## src/rtl/vfx_stream_pkg.sv

```systemverilog
`default_nettype none
// ============================================================================
//  Module      : vfx_stream_pkg
//  Description : Shared types and constants for the video-effect stream
//                sequencer (stream FSM encoding, packet type codes, defaults).
//  Revision    : 1.0 - initial release
// ============================================================================
package vfx_stream_pkg;

  // Packet-tracking state of the monitored Avalon-ST stream
  typedef enum logic [1:0] {
    WAIT_SOP = 2'd0,
    IN_VIDEO = 2'd1,
    IN_CTRL  = 2'd2
  } stream_state_t;

  // Low nibble of the sop beat identifying a video (pixel) packet
  localparam logic [3:0] PKT_TYPE_VIDEO = 4'h0;

  localparam int DEFAULT_MODE_W       = 4;
  localparam int DEFAULT_FRAME_PIXELS = 76800;

endpackage : vfx_stream_pkg
`default_nettype wire

```

## src/rtl/switch_debouncer.sv

```systemverilog
`default_nettype none
// ============================================================================
//  Module      : switch_debouncer
//  Description : Two-flop synchroniser followed by a hold-time debouncer for
//                a bank of asynchronous switches. A new value is accepted only
//                after it has been seen unchanged for DEBOUNCE_CYCLES clocks.
//  Revision    : 1.0 - initial release
// ============================================================================
module switch_debouncer #(
  parameter int WIDTH           = 4,
  parameter int DEBOUNCE_CYCLES = 1000000
) (
  input  logic             clk,
  input  logic             rst,
  input  logic [WIDTH-1:0] i_sw_async,
  output logic [WIDTH-1:0] o_sw_stable
);

  // Counter only ever needs to reach DEBOUNCE_CYCLES-1
  localparam int               c_DB_W     = (DEBOUNCE_CYCLES > 1) ? $clog2(DEBOUNCE_CYCLES) : 1;
  localparam logic [c_DB_W-1:0] c_CNT_MAX = c_DB_W'(DEBOUNCE_CYCLES - 1);
  localparam logic [c_DB_W-1:0] c_CNT_ONE = c_DB_W'(1);

  logic [WIDTH-1:0]  r_sw_meta;
  logic [WIDTH-1:0]  r_sw_sync;
  logic [WIDTH-1:0]  r_candidate;
  logic [WIDTH-1:0]  r_stable;
  logic [c_DB_W-1:0] r_cnt;

  // Bring the raw switch levels into the clock domain
  always_ff @(posedge clk) begin
    if (rst) begin
      r_sw_meta <= '0;
      r_sw_sync <= '0;
    end else begin
      r_sw_meta <= i_sw_async;
      r_sw_sync <= r_sw_meta;
    end
  end

  // Restart the hold timer on any change; accept the candidate once it has held
  always_ff @(posedge clk) begin
    if (rst) begin
      r_candidate <= '0;
      r_cnt       <= '0;
      r_stable    <= '0;
    end else if (r_sw_sync != r_candidate) begin
      r_candidate <= r_sw_sync;
      r_cnt       <= '0;
    end else begin
      if (r_cnt != c_CNT_MAX) begin
        r_cnt <= r_cnt + c_CNT_ONE;
      end
      if (r_cnt == c_CNT_MAX) begin
        r_stable <= r_candidate;
      end
    end
  end

  assign o_sw_stable = r_stable;

endmodule : switch_debouncer
`default_nettype wire

```

## src/rtl/stream_mode_sequencer.sv

```systemverilog
`default_nettype none
// ============================================================================
//  Module      : stream_mode_sequencer
//  Description : Frame-synchronous effect-mode controller. Debounces the mode
//                switches, tracks packet boundaries on the monitored video
//                stream and commits mode changes only between packets. Also
//                provides frame/pixel counters and a protocol-error strobe.
//  Revision    : 1.0 - initial release
// ============================================================================
module stream_mode_sequencer
  import vfx_stream_pkg::*;
#(
  parameter int MODE_W          = DEFAULT_MODE_W,
  parameter int DEBOUNCE_CYCLES = 1000000,
  parameter int FRAME_PIXELS    = DEFAULT_FRAME_PIXELS,
  parameter int CNT_W           = 17
) (
  input  logic              clk_clk,
  input  logic              reset_reset,
  input  logic [MODE_W-1:0] sw_mode,
  input  logic              sw_freeze,
  input  logic              st_valid,
  input  logic              st_ready,
  input  logic              st_sop,
  input  logic              st_eop,
  input  logic [3:0]        st_type,
  output logic [MODE_W-1:0] mode_active,
  output logic              mode_pending,
  output logic              apply_pulse,
  output logic [15:0]       frame_count,
  output logic [CNT_W-1:0]  pixel_count,
  output logic              sync_error
);

  localparam logic [CNT_W-1:0] c_FRAME_PIXELS = CNT_W'(FRAME_PIXELS);
  localparam logic [CNT_W-1:0] c_PIX_ONE      = CNT_W'(1);

  logic [MODE_W-1:0] w_mode_stable;
  logic              r_freeze_meta;
  logic              r_freeze_sync;
  logic              w_beat;
  logic              w_sop_beat;
  logic              w_eop_beat;
  logic              w_is_video;
  logic              w_commit;

  stream_state_t     r_state;
  logic [MODE_W-1:0] r_mode_active;
  logic              r_mode_pending;
  logic              r_apply_pulse;
  logic [15:0]       r_frame_count;
  logic [CNT_W-1:0]  r_pixel_count;
  logic              r_sync_error;
  logic              r_eop_armed;   // cleared by reset: first eop may belong to a cut-off frame
  logic              r_overflow;    // overrun already reported for this packet

  switch_debouncer #(
    .WIDTH           (MODE_W),
    .DEBOUNCE_CYCLES (DEBOUNCE_CYCLES)
  ) u_mode_debouncer (
    .clk         (clk_clk),
    .rst         (reset_reset),
    .i_sw_async  (sw_mode),
    .o_sw_stable (w_mode_stable)
  );

  // Freeze is a level control; synchronising it is enough
  always_ff @(posedge clk_clk) begin
    if (reset_reset) begin
      r_freeze_meta <= 1'b0;
      r_freeze_sync <= 1'b0;
    end else begin
      r_freeze_meta <= sw_freeze;
      r_freeze_sync <= r_freeze_meta;
    end
  end

  assign w_beat     = st_valid & st_ready;
  assign w_sop_beat = w_beat & st_sop;
  assign w_eop_beat = w_beat & st_eop;
  assign w_is_video = (st_type == PKT_TYPE_VIDEO);

  // A mode may change only while no packet is in flight or on its closing beat
  assign w_commit = (w_mode_stable != r_mode_active) && !r_freeze_sync &&
                    (((r_state == WAIT_SOP) && !w_sop_beat) ||
                     ((r_state != WAIT_SOP) && w_eop_beat));

  // Apply committed mode and flag outstanding requests
  always_ff @(posedge clk_clk) begin
    if (reset_reset) begin
      r_mode_active  <= '0;
      r_mode_pending <= 1'b0;
      r_apply_pulse  <= 1'b0;
    end else begin
      r_apply_pulse  <= w_commit;
      r_mode_pending <= (w_mode_stable != r_mode_active);
      if (w_commit) begin
        r_mode_active <= w_mode_stable;
      end
    end
  end

  // Packet boundary tracking, frame/pixel counting and anomaly detection
  always_ff @(posedge clk_clk) begin
    if (reset_reset) begin
      r_state       <= WAIT_SOP;
      r_frame_count <= '0;
      r_pixel_count <= '0;
      r_sync_error  <= 1'b0;
      r_eop_armed   <= 1'b0;
      r_overflow    <= 1'b0;
    end else begin
      r_sync_error <= 1'b0;
      if (w_eop_beat) begin
        r_eop_armed <= 1'b1;
      end
      if (w_sop_beat) begin
        // A new header always restarts tracking; mid-packet it aborts the old one
        if (r_state != WAIT_SOP) begin
          r_sync_error <= 1'b1;
        end
        r_pixel_count <= '0;
        r_overflow    <= 1'b0;
        if (w_eop_beat) begin
          r_state <= WAIT_SOP;
          if (w_is_video) begin
            r_frame_count <= r_frame_count + 16'd1;
          end
        end else begin
          r_state <= w_is_video ? IN_VIDEO : IN_CTRL;
        end
      end else if (w_beat) begin
        case (r_state)
          WAIT_SOP: begin
            if (w_eop_beat && r_eop_armed) begin
              r_sync_error <= 1'b1;
            end
          end
          IN_VIDEO: begin
            if (r_pixel_count == c_FRAME_PIXELS) begin
              if (!r_overflow) begin
                r_sync_error <= 1'b1;
              end
              r_overflow <= 1'b1;
            end else begin
              r_pixel_count <= r_pixel_count + c_PIX_ONE;
            end
            if (w_eop_beat) begin
              r_frame_count <= r_frame_count + 16'd1;
              r_state       <= WAIT_SOP;
            end
          end
          IN_CTRL: begin
            if (w_eop_beat) begin
              r_state <= WAIT_SOP;
            end
          end
          default: r_state <= WAIT_SOP;
        endcase
      end
    end
  end

  assign mode_active  = r_mode_active;
  assign mode_pending = r_mode_pending;
  assign apply_pulse  = r_apply_pulse;
  assign frame_count  = r_frame_count;
  assign pixel_count  = r_pixel_count;
  assign sync_error   = r_sync_error;

endmodule : stream_mode_sequencer
`default_nettype wire

```

## config.mk

```make
export PLATFORM = sky130hd
export DESIGN_NAME = stream_mode_sequencer
export DESIGN_NICKNAME = d
export VERILOG_FILES = /design/src/rtl/vfx_stream_pkg.sv /design/src/rtl/switch_debouncer.sv /design/src/rtl/stream_mode_sequencer.sv
export SDC_FILE = /design/constraint.sdc
export NUM_CORES = 1
export LEC_CHECK = 0
export CAP_MARGIN = 20
export CORE_MARGIN = 4
export CORE_UTILIZATION = 35
export CTS_BUF_LIST = sky130_fd_sc_hd__clkbuf_4 sky130_fd_sc_hd__clkbuf_8
export DETAILED_ROUTE_END_ITERATION = 8
export HOLD_SLACK_MARGIN = 0.05
export SYNTH_ARGS = -nofsm -noshare
export SYNTH_HDL_FRONTEND = slang
export SYNTH_SLANG_ARGS = --single-unit
export TNS_END_PERCENT = 5
```

## constraint.sdc

```tcl
create_clock -name clk_clk -period 4.15 [get_ports clk_clk]
set_clock_uncertainty 0.05 [all_clocks]
set_input_delay 0.83 -clock clk_clk [delete_from_list [all_inputs] [get_ports clk_clk]]
set_output_delay 0.83 -clock clk_clk [all_outputs]
set_load 0.1 [all_outputs]
```

==> results.md, run 1 <==
- Status: complete, no violations
- Fraction of registers with async set/reset: 0
- DR iter-0 viols: 170
- Finished Layout Cells: 618
- Max-Cap Viols: 0
- Die area: 0.0126 mm^2
- Routed WL: 8500 um
- Share of layout cells above drive strength 1: 0.0602
- RD Place Congestion: 0.813
- Slowest CP cell: clkdlybuf4s50_1
- Mux cell area share after synthesis: 0.0310
- Final Hold Fails: 0
- Initial Utilization: 0.363
- IO Port Bufs: 54
- Measured slew at the worst slew-check pin: 1.02 ns
- Clock root buffer: clkbuf_8
- Die width: 112 um
- Post-synthesis simple-gate area fraction: 0.285
- Nets: 498
- Leading area contributor after synthesis: dfxtp_1
- Hold slack: 0.391 ns
- Max VDD drop: 0.000156 V
- Main combinational cell family by area after synthesis: simple AND/OR/NAND/NOR gates
- TNS Setup: 0 ns
- Synthesis warning total: 0
- Unique masters post-synth: 46
- Post-synth EDFFs: 0
- Fin crit share: 0.712
- Post-cts hold buffer count: 0
- Largest net degree at the start of global routing: 30
- Clock tree buffer depth: 2
- Avg Cell Area, Syn: 8.81 um^2
- Synth area leaders: dfxtp_1 (43%), a21oi_1 (5.7%), o31ai_1 (3.6%)
- Via count: 3,358
- CTS tree: yes
- Clk sinks: 82
- Worst skew pair latency: 0.34 ns
- Crit end category: output port
- CTS H-tree depth: 3
- CTS buffer count: 9
- Routed len/inst: 13.7 um
- Vias/cell: 5.43
- Initial antenna violation count: 0
- Final Power: 0.00145 W
- Post-Synth Adder-Cell Area: 0.0198
- Worst Hold Class: reg2reg
- Multi-input logic area: 0.00203 mm^2
- Area grow syn2layout: 22.1%
- Compound-Gate Fraction of Synth Area: 0.153
- # rows: 37
- FMAX: 0.338 GHz
- Syn Inst Count: 431
- #FFs+latches synth: 82
- Dpl hpwl: 5990 um
- Sequential share of the synthesized area: 0.432
- Crit path buf inv count: 1
- N_diodes: 0
- Reg clk slew, reported paths: 0.08 ns
- Cell area power density: 314 mW/mm^2
- Drt first pass iters: 4
- Vias in the first global route: 3,090
- Die Ht: 112 um
- Crit path max fanout: 10
- Relative slew margins: 0.319
- # resized after CTS: 0
- Synth top area share: 0.432
- Fin crit period: 2.96 ns
- Core Region: 0.0105 mm^2
- Mapped cell area: 0.00380 mm^2
- Worst endpoint required time: 3.27 ns
- WP data arrival: 2.08 ns
- Top_reg_cell synth: dfxtp_1
- Largest stage delay, worst path: 1.21 ns
- Pins over their slew limit: 0
- First-pass GRT wire length: 14,800 um
- CP Class: reg2out
- Commonest non-fill, non-tap cell in the layout: dfxtp_1
- Fillers: 1,066
- Worst slack, placed: 1.22 ns
- Antenna-violating nets left: 0
- Leakage: 1.47 nW
- GRT Resource Usage Total: 0.139
- CP cell instances: clkdlybuf4s50_1
- RSZ-0062 raised after global routing: false
- Syn nets: 452
- Post-Synth XOR/XNOR Area: 0.0461
- Setup ws final: 1.19 ns
- GR Overflow Total: 0
- Placed cells: 602
- Post-CTS setup buffers: 0
- DRC: 0
- FF/Latch Area: 0.00164 mm^2
- Startpoint types: flop
- CP delay by family, top: buffers and inverters
- Most frequent cells in the layout: dfxtp_1 (82), clkdlybuf4s50_1 (53), a21oi_1 (43)
- Final setup violation count: 0
- Ports: 55
==> metrics by stage <==
| stage | cell area (um^2) | utilization |
|---|---|---|
| CTS | 4640 | 0.443 |
| detailed placement | 4430 | 0.424 |
| global placement | 4430 | 0.424 |
| floorplan | 3800 | - |
| finish | 4640 | 0.443 |
| global route | 4640 | 0.443 |
==> Yosys cell counts, types with 6 or more instances <==
master    instances
or3_1            13
a21oi_1          43
dfxtp_1          82
nand3_1          20
nor2b_1          15
or4_1            15
and3_1            7
nor2_1           23
nand4_1          19
xnor2_1          15
and4_1           10
ha_1              6
nor3_1           12
o21ai_0          18
clkbuf_1         13
o31ai_1          18
inv_1            11
nand2_1          24
==> final timing paths <==
| check | from | depth (start not counted) | to | slack [ns] |
|---|---|---|---|---|
| worst max-delay path | pixel_count[4] | 1 | pixel_count[4] | 1.19 |
| worst min-delay path | u_mode_debouncer.r_sw_meta[0] | 1 | u_mode_debouncer.r_sw_sync[0] | 0.39 |
| worst max register to register | u_mode_debouncer.r_cnt[6] | 4 | u_mode_debouncer.r_cnt[4] | 1.99 |
| worst min register to register | u_mode_debouncer.r_sw_meta[0] | 1 | u_mode_debouncer.r_sw_sync[0] | 0.39 |
==> layout make-up <==
| cell class | count | area share |
|---|---|---|
| clock buffers | 12 | 0.0329 |
| multi-input cells | 317 | 0.438 |
| inverters | 11 | 0.00890 |
| clock inverters | 4 | 0.0111 |
| flip-flops and latches | 82 | 0.354 |
| repair buffers | 56 | 0.119 |
| well taps | 136 | 0.0367 |
==> logic make-up (layout without fill, tap and decap cells) <==
group,count (synthesis),after routing
AND/OR/NAND/NOR,184,184
AO/OA/AOI/OAI,96,96
flip-flops,82,82
buffers and inverters,32,83
XOR/XNOR,20,20
multiplexers,11,11
adder cells (fa/ha/maj),6,6
==> sequential cells by signal, summed over array words and instances (netlist names) <==
signal / flops
u_mode_debouncer.r_cnt: 20
pixel_count: 17
frame_count: 16
mode_active: 4
u_mode_debouncer.o_sw_stable: 4
u_mode_debouncer.r_candidate: 4
u_mode_debouncer.r_sw_meta: 4
u_mode_debouncer.r_sw_sync: 4
r_state: 2
apply_pulse: 1
mode_pending: 1
r_eop_armed: 1
r_freeze_meta: 1
r_freeze_sync: 1
r_overflow: 1
sync_error: 1
==> power breakdown <==
part	switching (W)	total [W]	internal [W]
clock	0.000279	0.000587	0.000308
sequential	0.00000436	0.000799	0.000794
combinational	0.0000421	0.0000687	0.0000266
==> layer usage <==
layer / global-route usage / wire length, um / vias up
met2: 0.224 / 4020 / 63
li1: - / - / 1698
met3: 0.0323 / 395 / 5
met1: 0.187 / 4020 / 1592
met5: 0 / 0 / -
met4: 0.0361 / 55 / 0
No activity file was read; power rests on OpenSTA's default activity.
==> inputs of run 2 (changes only) <==
clock period = 2.4 ns   (was 4.15 ns; I/O delays follow)
==> run 2 against run 1 <==
  * Global-route usage down 0.33 points
  * Final cell count is 2.1% higher
  * Critical endpoint is now u_mode_debouncer.o_sw_stable[1]
  * Clock power rose by 74%
  * Largest cell class unchanged
  * Sequential power rose by 73%
==> results.md, run 2 (synthesized netlist as in run 1, its figures left out) <==
- Worst endpoint required time: 2.59 ns (-0.68 ns)
- Vias/cell: 5.33 (-1.8%)
- Fillers: 1,055 (-1.0%)
- Drt first pass iters: 4 (unchanged)
- CTS H-tree depth: 3 (unchanged)
- # resized after CTS: 0 (unchanged)
- Vias in the first global route: 3,113 (+0.74%)
- Measured slew at the worst slew-check pin: 0.655 ns (-0.363 ns)
- GR Overflow Total: 0 (unchanged)
- Relative slew margins: 0.563 (+0.244)
- WP data arrival: 2.36 ns (+0.28 ns)
- CTS tree: yes
- Placed cells: 615 (+2.2%)
- Initial antenna violation count: 0 (unchanged)
- Finished Layout Cells: 631 (+2.1%)
- Cell area power density: 544 mW/mm^2 (+73%)
- Worst skew pair latency: 0.36 ns (+0.02 ns)
- Via count: 3,366 (+0.24%)
- Pins over their slew limit: 0 (unchanged)
- Largest stage delay, worst path: 0.65 ns (-0.56 ns)
- Commonest non-fill, non-tap cell in the layout: dfxtp_1
- Fin crit share: 0.903
- DRC: 0 (unchanged)
- Die Ht: 112 um (unchanged)
- Reg clk slew, reported paths: 0.08 ns (about the same)
- Crit path buf inv count: 1 (unchanged)
- Routed WL: 8610 um (+1.4%)
- Clk sinks: 82 (unchanged)
- Die area: 0.0126 mm^2 (unchanged)
- Slowest CP cell: or4_1
- Initial Utilization: 0.363 (unchanged)
- Post-layout utilization of the core: 0.444 (+0.00120)
- DR iter-0 viols: 156 (-8.2%)
- Startpoint types: flop
- Status: complete, no violations
- Worst Hold Class: in2reg
- Most frequent cells in the layout: dfxtp_1 (76), buf_4 (54), a21oi_1 (43)
- Final setup violation count: 0 (unchanged)
- GRT Resource Usage Total: 0.135 (-0.00331)
- Post-CTS setup buffers: 0 (unchanged)
- Fin crit period: 2.17 ns
- CP Class: reg2reg
- Final Power: 0.00253 W (+74%)
- Die width: 112 um (unchanged)
- CTS buffer count: 9 (unchanged)
- Clock tree buffer depth: 2 (unchanged)
- Leakage: 1.63 nW (+11%)
- Max-Cap Viols: 0 (unchanged)
- # rows: 37 (unchanged)
- CP cell instances: ha_1 > nand2_1 > or4_1 > buf_4 > o31ai_1 > a21oi_1
- Max VDD drop: 0.000293 V (+88%)
- Crit path max fanout: 6 (-4)
- Ports: 55 (unchanged)
- Share of layout cells above drive strength 1: 0.178 (+0.118)
- Routed len/inst: 13.6 um (-0.71%)
- Max FFs per register: 20 (unchanged)
- Clock root buffer: clkbuf_8
- Largest net degree at the start of global routing: 30 (unchanged)
- Post-cts hold buffer count: 0 (unchanged)
- Biggest register: u_mode_debouncer.r_cnt
- RSZ-0062 raised after global routing: false
- Nets: 511 (+2.6%)
- Multi-input logic area: 0.00203 mm^2 (unchanged)
- FF/Latch Area: 0.00165 mm^2 (+0.46%)
- RD Place Congestion: 0.776 (-4.6%)
- IO Port Bufs: 54 (unchanged)
- First-pass GRT wire length: 14,500 um (-2.3%)
- CP delay by family, top: simple AND/OR/NAND/NOR gates
- Antenna-violating nets left: 0 (unchanged)
- Dpl hpwl: 6110 um (+2.0%)
- Area grow syn2layout: 22.4%
- Final Hold Fails: 0 (unchanged)
- Crit end category: flop
- FMAX: 0.461 GHz
- Core Region: 0.0105 mm^2 (unchanged)
- N_diodes: 0 (unchanged)
[run 2: per-layer routing]
metal	vias up	track usage	share of wire	wire, um
met1	1567	0.174	0.49	4180
li1	1726	-	-	-
met5	-	0	0	0
met3	14	0.0367	0.043	371
met2	59	0.218	0.45	3910
met4	0	0.0489	0.018	152
[run 2: final cells by class]
cell class | count | area share
well taps | 136 | 0.0366
clock buffers | 11 | 0.0312
flip-flops and latches | 82 | 0.355
inverters | 11 | 0.00888
clock inverters | 5 | 0.0116
multi-input cells | 317 | 0.436
repair buffers | 69 | 0.121
[run 2: metrics by stage]
stage / instance area (um^2) / hold WS, ns / worst slack (ns) / setup TNS [ns]
floorplan: 3800 / 0.364 / 0.00190 / 0
CTS: 4650 / 0.362 / 0.258 / 0
finish: 4650 / 0.368 / 0.232 / 0
global placement: 4450 / 0.366 / -0.0150 / -0.0150
detailed placement: 4450 / 0.375 / -0.0479 / -0.114
global route: 4650 / 0.364 / 0.119 / 0
[run 2: path summary, 6_finish.rpt]
path	from	end	slack [ns]	cells after the start
hold / removal	reset_reset	r_state[1]	0.37	2
hold reg to reg	u_mode_debouncer.r_sw_meta[3]	u_mode_debouncer.r_sw_sync[3]	0.39	1
setup / recovery	u_mode_debouncer.r_cnt[0]	u_mode_debouncer.o_sw_stable[1]	0.23	6
setup reg to reg	u_mode_debouncer.r_cnt[0]	u_mode_debouncer.o_sw_stable[1]	0.23	6
[run 2: power by group]
| part | total [W] | switching (W) | internal [W] |
|---|---|---|---|
| registers | 0.00138 | 0.00000736 | 0.00137 |
| logic | 0.000129 | 0.0000745 | 0.0000542 |
| clock network | 0.00102 | 0.000500 | 0.000518 |
| total | 0.00253 | 0.000582 | 0.00195 |
